**src/rtl/uart_rx_pkg.sv**
```systemverilog
// UART receiver shared types: FSM state encoding and legal oversampling ratios.
package uart_rx_pkg;

    typedef enum logic [2:0] {
        IDLE   = 3'd0,
        START  = 3'd1,
        DATA   = 3'd2,
        PARITY = 3'd3,
        STOP   = 3'd4
    } rx_state_e;

    localparam int unsigned PRESC_8  = 8;
    localparam int unsigned PRESC_16 = 16;
    localparam int unsigned PRESC_32 = 32;

    // Any ratio other than 16 or 32 falls back to 8x oversampling.
    function automatic int unsigned legal_presc(input int unsigned p);
        return (p == PRESC_16 || p == PRESC_32) ? p : PRESC_8;
    endfunction

endpackage

```
**src/rtl/uart_rx_edge_bit_cnt.sv**
```systemverilog
// Tick-within-bit and data-bit counters for the UART receiver, driven by the FSM.
module uart_rx_edge_bit_cnt #(
    parameter int unsigned PRESC_W = 6
) (
    input  logic               clk,
    input  logic               rst,
    input  logic               cnt_clr,
    input  logic               cnt_en,
    input  logic               bit_inc,
    input  logic               bit_clr,
    input  logic [PRESC_W-1:0] presc_last,
    output logic [PRESC_W-1:0] edge_cnt,
    output logic [3:0]         bit_cnt,
    output logic               bit_end_c
);

    // Last tick of the current bit period.
    assign bit_end_c = (edge_cnt == presc_last);

    // Edge counter wraps at the bit end; bit counter steps or clears on FSM request.
    always_ff @(posedge clk) begin
        if (rst || cnt_clr) begin
            edge_cnt <= '0;
            bit_cnt  <= '0;
        end else if (cnt_en) begin
            edge_cnt <= bit_end_c ? '0 : edge_cnt + PRESC_W'(1);
            if (bit_clr) begin
                bit_cnt <= '0;
            end else if (bit_inc) begin
                bit_cnt <= bit_cnt + 4'd1;
            end
        end
    end

endmodule

```
**src/rtl/uart_rx_fsm.sv**
```systemverilog
// UART receive controller: sequences start/data/parity/stop bits and reports frame status.
module uart_rx_fsm
    import uart_rx_pkg::*;
#(
    parameter int unsigned DATA_WIDTH = 8,
    parameter int unsigned PRESC_W    = 6
) (
    input  logic               clk,
    input  logic               rst,
    input  logic               rx_in,
    input  logic [PRESC_W-1:0] prescale,
    input  logic               par_en,
    input  logic               strt_glitch,
    input  logic               par_err,
    input  logic               stop_err,
    output logic [PRESC_W-1:0] edge_cnt,
    output logic [3:0]         bit_cnt,
    output logic               data_sampled,
    output logic               strt_chk_en,
    output logic               deser_en,
    output logic               par_check_en,
    output logic               stop_chk_en,
    output logic               data_valid,
    output logic               frame_err,
    output logic               busy
);

    rx_state_e          state, state_nxt;
    logic               sticky_err, sticky_nxt;
    logic               dv_nxt, fe_nxt;
    logic               latch_presc;
    logic               cnt_clr, bit_inc, bit_clr;
    logic               bit_end_c;
    logic [PRESC_W-1:0] presc_q;
    logic [PRESC_W-1:0] presc_lat;
    logic [PRESC_W-1:0] presc_last;
    logic [PRESC_W-1:0] samp_pt;

    assign presc_lat  = PRESC_W'(legal_presc(32'(prescale)));
    assign presc_last = presc_q - PRESC_W'(1);
    assign samp_pt    = (presc_q >> 1) + PRESC_W'(1);

    uart_rx_edge_bit_cnt #(
        .PRESC_W (PRESC_W)
    ) u_cnt (
        .clk        (clk),
        .rst        (rst),
        .cnt_clr    (cnt_clr),
        .cnt_en     (busy),
        .bit_inc    (bit_inc),
        .bit_clr    (bit_clr),
        .presc_last (presc_last),
        .edge_cnt   (edge_cnt),
        .bit_cnt    (bit_cnt),
        .bit_end_c  (bit_end_c)
    );

    // State, sticky parity flag, latched ratio and frame-result pulses.
    always_ff @(posedge clk) begin
        if (rst) begin
            state      <= IDLE;
            sticky_err <= 1'b0;
            presc_q    <= PRESC_W'(PRESC_8);
            data_valid <= 1'b0;
            frame_err  <= 1'b0;
        end else begin
            state      <= state_nxt;
            sticky_err <= sticky_nxt;
            data_valid <= dv_nxt;
            frame_err  <= fe_nxt;
            if (latch_presc) begin
                presc_q <= presc_lat;
            end
        end
    end

    // Next-state and counter control; checker results are only looked at on bit ends.
    always_comb begin
        state_nxt   = state;
        sticky_nxt  = sticky_err;
        dv_nxt      = 1'b0;
        fe_nxt      = 1'b0;
        latch_presc = 1'b0;
        cnt_clr     = 1'b0;
        bit_inc     = 1'b0;
        bit_clr     = 1'b0;
        unique case (state)
            IDLE: begin
                if (!rx_in) begin
                    state_nxt   = START;
                    cnt_clr     = 1'b1;
                    latch_presc = 1'b1;
                    sticky_nxt  = 1'b0;
                end
            end
            START: begin
                if (bit_end_c) begin
                    state_nxt = strt_glitch ? IDLE : DATA;
                end
            end
            DATA: begin
                if (bit_end_c) begin
                    if (bit_cnt == 4'(DATA_WIDTH - 1)) begin
                        bit_clr   = 1'b1;
                        state_nxt = par_en ? PARITY : STOP;
                    end else begin
                        bit_inc = 1'b1;
                    end
                end
            end
            PARITY: begin
                if (bit_end_c) begin
                    sticky_nxt = par_err;
                    state_nxt  = STOP;
                end
            end
            STOP: begin
                if (bit_end_c) begin
                    if (!sticky_err && !stop_err) begin
                        dv_nxt = 1'b1;
                    end else begin
                        fe_nxt = 1'b1;
                    end
                    if (!rx_in) begin
                        state_nxt   = START;
                        cnt_clr     = 1'b1;
                        latch_presc = 1'b1;
                        sticky_nxt  = 1'b0;
                    end else begin
                        state_nxt = IDLE;
                    end
                end
            end
            default: begin
                state_nxt = IDLE;
            end
        endcase
    end

    // Enables and sample strobe decoded from registered state and counters only.
    always_comb begin
        busy         = (state != IDLE);
        data_sampled = busy && (edge_cnt == samp_pt);
        strt_chk_en  = (state == START);
        deser_en     = (state == DATA) && data_sampled;
        par_check_en = (state == PARITY);
        stop_chk_en  = (state == STOP);
    end

endmodule

```
**config.mk**
```make
export PLATFORM = sky130hd
export DESIGN_NAME = uart_rx_fsm
export DESIGN_NICKNAME = d
export VERILOG_FILES = /design/src/rtl/uart_rx_pkg.sv /design/src/rtl/uart_rx_edge_bit_cnt.sv /design/src/rtl/uart_rx_fsm.sv
export SDC_FILE = /design/constraint.sdc
export NUM_CORES = 1
export LEC_CHECK = 0
export BUFFER_PORTS_ARGS = -buffer_cell sky130_fd_sc_hd__buf_2
export CORE_MARGIN = 5
export CORE_UTILIZATION = 53
export DETAILED_ROUTE_END_ITERATION = 8
export PLACE_DENSITY = 0.78
export SYNTH_ARGS = -nofsm -noshare
export SYNTH_HDL_FRONTEND = slang
export SYNTH_HIERARCHICAL = 1
export SYNTH_SLANG_ARGS = --single-unit
```
**constraint.sdc**
```tcl
create_clock -name clk -period 3.7 [get_ports clk]
set_input_delay 0.555 -clock clk [delete_from_list [all_inputs] [get_ports clk]]
set_output_delay 0.555 -clock clk [all_outputs]
set_load 0.02 [all_outputs]
```
==> impl_metrics.env, run 1 <==
export IMPL_run_status="complete, no violations"
export IMPL_fin_cells=230
export IMPL_die_w_um=61.03
export IMPL_rsz0062_at_grt="false"
export IMPL_worst_slew_pin_slew_ps=822.0
export IMPL_start_kind="flip-flop"
export IMPL_synth_area_sq_um=1380
export IMPL_io_pins=31
export IMPL_clk_latency_ps=310
export IMPL_synth_common_cells="nor2_1 (25), dfxtp_1 (22), nand2_1 (19), xnor2_1 (14), nor3_1 (12)"
export IMPL_core_area_sq_um=2477
export IMPL_dp_cells=226
export IMPL_placed_area_sq_um=1536
export IMPL_period_minus_slack_ps=3254
export IMPL_required_ps=3950
export IMPL_hold_depth=2
export IMPL_vias_per_cell=5.443
export IMPL_ir_drop_mv=0.4565
export IMPL_num_antenna_cells=0
export IMPL_end_kind="flip-flop"
export IMPL_port_buffers=30
export IMPL_yosysTopAreaCell="dfxtp_1"
export IMPL_initial_utilization_pct=55.71
export IMPL_r2r_start="presc_q[1]"
export IMPL_drcViolationCount=0
export IMPL_r2r_setup_slack_ps=450
export IMPL_async_reset_ff_share_pct=0
export IMPL_placementRows=18
export IMPL_synth_seq_cells=22
export IMPL_final_antenna_net_count=0
export IMPL_drtIter0Drc=44
export IMPL_crit_type="reg -> reg"
export IMPL_leakage_nw=0.6604
export IMPL_htree_levels=1
export IMPL_synth_main_ff_cell="dfxtp_1"
export IMPL_rr_worst_depth=12
export IMPL_die_y_um=61.03
export IMPL_path_clk_slew_ps=120
export IMPL_drive_gt1_share_pct=20.00
export IMPL_slew_viol_final=0
export IMPL_cp_data_arrival_time_ps=3510
export IMPL_nNetsFinal=220
export IMPL_totalWireLength_um=2783
export IMPL_synth_area_leaders="dfxtp_1 (32%), xnor2_1 (8.9%), xor2_1 (7.0%)"
export IMPL_layout_setup_ws_ps=446.3
export IMPL_power_per_cell_area_nw_per_um2=484.9
export IMPL_cts_resized=0
export IMPL_hold_start="stop_err"
export IMPL_first_pass_iters=5
export IMPL_synth_warnings=6
export IMPL_cts_root_buf="clkbuf_4"
export IMPL_holdPathEnd="data_valid"
export IMPL_post_cts_repair_setup_buffers=0
export IMPL_cts_inserted_buffers=3
export IMPL_fin_crit_sh_pct=87.94
export IMPL_antenna_found_initial=0
export IMPL_grt_max_degree=17
export IMPL_avgSynthCellArea_sq_um=7.977
export IMPL_dr_total_vias=1252
export IMPL_grtUsageTotal_pct=16.67
export IMPL_final_util_pct=63.48
export IMPL_yosys_cell_count_top_type="nor2_1"
export IMPL_syn_nets=192
export IMPL_ys_types=42
export IMPL_first_global_vias=1131
export IMPL_synth_cells=173
export IMPL_hold_viol=0
export IMPL_tns_ps=0
export IMPL_gp_congestion=0.8266
export IMPL_hold_buffers=0
export IMPL_cts_sinks=22
export IMPL_cts_tree="done"
export IMPL_hold_path_class="in -> reg"
export IMPL_dpl_worst_slack_ps=469.3
export IMPL_finalSetupViolCount=0
export IMPL_cts_path_max_buffers=2
export IMPL_drv_cap=0
export IMPL_grt_remaining_overflow=0
export IMPL_area_delta_synth_final_pct=13.96
export IMPL_fmax_ghz=0.3073
export IMPL_hpwl_um=2211
export IMPL_grt_pass1_wl_um=4761
export IMPL_synth_edf_count=0
export IMPL_ys_seq_area_share_pct=31.91
export IMPL_finalClockSkew_ps=2.214
export IMPL_r2r_end="presc_q[4]"
export IMPL_wl_per_cell_um=12.10
export IMPL_fin_area_sq_um=1573
export IMPL_maxSlewHeadroom_pct=44.78
export IMPL_critPathMaxFanout=9
export IMPL_dieArea_sq_um=3725
export IMPL_synth_top_cell_area_share_pct=31.91
[worst max path at each step]
stage,from,end,cells after the start
after floorplan,presc_q[1],presc_q[4],12
after global placement,presc_q[1],presc_q[4],12
after detailed placement,presc_q[1],presc_q[4],12
after CTS,presc_q[1],presc_q[4],12
after global routing,presc_q[1],u_cnt/bit_cnt[3],15
final,presc_q[1],presc_q[4],12
[where the power goes]
| part | total [mW] | switching, mW | internal (mW) |
|---|---|---|---|
| Sequential | 0.316 | 0.0565 | 0.259 |
| Combinational | 0.312 | 0.183 | 0.128 |
| Clock | 0.135 | 0.0750 | 0.0601 |
[cell usage in the layout (no fill, tap or decap), drive strengths merged, types with 2 or more instances in the layout]
master	instances
or4b	3
nor3b	2
buf	30
nand3	6
nand2	19
xor2	11
dfxtp	22
nand2b	5
o22ai	2
nor3	12
a21oi	4
nand4	3
ha	6
nor2	25
o211a	2
o21ai	3
or4	2
clkbuf	4
inv	7
xnor2	14
[cell type report]
cell class	count	area, sq um
multi-input combinational	137	882.1
fill	220	904.6
tap	30	37.54
clock buffer	4	36.28
inverter	7	26.28
timing repair buffer	30	150.1
sequential	22	440.4
[per-stage QoR]
stage	hold slack [ps]	power [mW]
final	400.9	0.7627
after global routing	392.0	0.8224
after CTS	396.6	0.7644
after detailed placement	451.2	0.6310
after global placement	438.1	0.6239
after floorplan	420.5	0.5694
[critical path, stage by stage, from the launching register on]
cell	delay [ps]
dfxtp_1	440
inv_1	120
ha_1	200
nand2_1	60
nand2_1	70
nor3_1	190
xor2_1	200
xnor2_1	170
nand2_1	70
nor3_1	670
o21ai_1	310
or4b_1	560
a21oi_1	150
[kinds of logic after synthesis]
family                   count (synthesis)  share of synthesized area (%)
buffers and inverters                   14                          4.171
AO/OA/AOI/OAI                           19                          10.34
multiplexers                             1                         0.7253
flip-flops                              22                          31.91
AND/OR/NAND/NOR                         86                          31.55
XOR/XNOR                                25                          15.87
adder cells (fa/ha/maj)                  6                          5.440
[state kept, by name (all words and copies together) (netlist names)]
name	count
presc_q	6
u_cnt/edge_cnt	6
u_cnt/bit_cnt	4
state	3
data_valid	1
frame_err	1
sticky_err	1
[routing by layer]
metal	GRT usage [%]	routed length, um	vias up
li1	-	-	651
met1	21.21	1314	578
met2	27.34	1322	19
met3	3.564	121	4
met4	6.811	25	0
met5	0	0	-
No activity file was read; power rests on OpenSTA's default activity.
==> run 2, diff against run 1 <==
--- a/config.mk
+++ b/config.mk
@@ -6,7 +6,6 @@
 export NUM_CORES = 1
 export LEC_CHECK = 0
 export BUFFER_PORTS_ARGS = -buffer_cell sky130_fd_sc_hd__buf_2
-export CORE_MARGIN = 5
 export CORE_UTILIZATION = 53
 export DETAILED_ROUTE_END_ITERATION = 8
 export PLACE_DENSITY = 0.78
==> impl_metrics.env, run 2 (synthesis gave the netlist of run 1 again) <==
export IMPL_antenna_found_initial=0
export IMPL_grt_max_degree=17
export IMPL_layout_commonest_cell="buf_2"
export IMPL_cp_slowest_cell="dfxtp_1"
export IMPL_dpl_worst_slack_ps=467.5
export IMPL_final_antenna_net_count=0
export IMPL_cts_root_buf="clkbuf_4"
export IMPL_fill_cells=219
export IMPL_whs_ps=398.6
export IMPL_placementRows=18
export IMPL_grtUsageTotal_pct=21.95
export IMPL_seqCellArea_sq_um=440.4
export IMPL_maxSlewHeadroom_pct=69.27
export IMPL_p_clk_share_pct=14.9
export IMPL_vias_per_cell=5.677
export IMPL_p_sw_uw=312.8
export IMPL_layout_setup_ws_ps=697.1
export IMPL_swShare_pct=42.35
export IMPL_p_seq_share_pct=42.8
export IMPL_gp_congestion=0.8311
export IMPL_path_clk_slew_ps=120
export IMPL_dp_cells=226
export IMPL_cts_inserted_buffers=3
export IMPL_run_status="complete, no violations"
export IMPL_cts_tree="done"
export IMPL_dieArea_sq_um=2812
export IMPL_totalWireLength_um=2864
export IMPL_pwr_share_comb_pct=42.4
export IMPL_fin_cells=229
export IMPL_drcViolationCount=0
export IMPL_hold_buffers=0
export IMPL_finalClockSkew_ps=8.928
export IMPL_critPathMaxFanout=9
export IMPL_multi_input_area_sq_um=887.1
export IMPL_area_delta_synth_final_pct=13.33
export IMPL_reg_top3="presc_q x6, u_cnt/edge_cnt x6, u_cnt/bit_cnt x4"
export IMPL_ir_drop_mv=0.4752
export IMPL_post_cts_repair_setup_buffers=0
export IMPL_grt_pass1_wl_um=4491
export IMPL_start_kind="flip-flop"
export IMPL_htree_levels=1
export IMPL_io_pins=31
export IMPL_fmax_ghz=0.3330
export IMPL_crit_type="reg -> reg"
export IMPL_hold_viol=0
export IMPL_required_ps=3920
export IMPL_cts_sinks=22
export IMPL_power_per_cell_area_nw_per_um2=472.2
export IMPL_grt_remaining_overflow=0
export IMPL_first_global_vias=1096
export IMPL_internal_power_uw=425.7
export IMPL_final_cell_mix="buf_2 (30), nor2_1 (25), dfxtp_1 (22)"
export IMPL_nNetsFinal=220
export IMPL_hpwl_um=2292
export IMPL_hold_path_class="in -> reg"
export IMPL_port_buffers=30
export IMPL_dr_total_vias=1300
export IMPL_finalSetupViolCount=0
export IMPL_clk_latency_ps=310
export IMPL_cts_path_max_buffers=2
export IMPL_crit_chain="inv_1 > ha_1 > nand2_1 > nand2_1 > nor3_1 > xor2_1 > xnor2_1 > nand2_1 > nor3_2 > inv_1 > nor3_1 > o21a_1 > nand4_1 > xor2_1 > nor2_1"
export IMPL_tns_ps=0
export IMPL_initial_utilization_pct=55.71
export IMPL_fin_crit_sh_pct=81.16
export IMPL_core_area_sq_um=2477
export IMPL_path_common_cell="nand2_1"
export IMPL_die_y_um=53.03
export IMPL_leakage_nw=0.6538
export IMPL_cp_data_arrival_time_ps=3220
export IMPL_drtIter0Drc=21
export IMPL_slew_viol_final=0
export IMPL_drv_cap=0
export IMPL_slowest_delay_ps=440
export IMPL_period_minus_slack_ps=3003
export IMPL_power_uw=738.5
export IMPL_drive_gt1_share_pct=20.10
export IMPL_num_antenna_cells=0
export IMPL_die_w_um=53.03
export IMPL_wl_per_cell_um=12.51
export IMPL_first_pass_iters=4
export IMPL_rsz0062_at_grt="false"
export IMPL_end_kind="flip-flop"
export IMPL_worst_slew_pin_slew_ps=458.5
## run 2: what timing repair did
item / in CTS / in global routing
hold endpoints to repair: 0 / 0
gates resized for setup: 0 / 1
setup endpoints to repair: 0 / 1
## run 2: critical path, delay by kind of cell (launching register included)
kind                     cells  cell delay (ps)
AO/OA/AOI/OAI                1              210
flip-flops                   1              440
buffers and inverters        2              240
adder cells (fa/ha/maj)      1              220
XOR/XNOR                     3              520
AND/OR/NAND/NOR              8             1290
## run 2: path summary, 6_finish.rpt
| path | cells past startpoint | endpoint | start | slack [ps] |
|---|---|---|---|---|
| setup / recovery | 15 | u_cnt/bit_cnt[3] | presc_q[1] | 700 |
| hold / removal | 2 | data_valid | stop_err | 400 |
| setup reg to reg | 15 | u_cnt/bit_cnt[3] | presc_q[1] | 700 |
| hold reg to reg | 1 | data_valid | sticky_err | 460 |
## run 2: metrics by stage
stage | util [%] | area, sq um
after floorplan | - | 1380
after CTS | 62.93 | 1559
after global placement | 62.02 | 1536
after global routing | 63.13 | 1564
after detailed placement | 62.02 | 1536
final | 63.13 | 1564
## run 2: final cells by class
cell class              count  share of cell area, %
clock buffers               3                  1.440
inverters                   7                  1.680
multi-input cells         137                  56.72
flip-flops and latches     22                  28.16
well taps                  30                  2.400
repair buffers             30                  9.600
## run 2: routing by layer
layer / up-vias / track usage (%) / share of wire (%)
li1: 648 / - / -
met3: 7 / 3.448 / 4.4
met5: - / 0 / 0
met2: 34 / 37.97 / 50
met1: 611 / 26.03 / 43
met4: 0 / 10.53 / 2.3
## run 2: power groups by stage
stage | Sequential (mW) | Combinational, mW | Clock [mW]
after floorplan | 0.294 | 0.275 | 0
after global placement | 0.319 | 0.303 | 0
after detailed placement | 0.321 | 0.311 | 0
after CTS | 0.316 | 0.311 | 0.115
after global routing | 0.323 | 0.344 | 0.122
final | 0.316 | 0.313 | 0.110
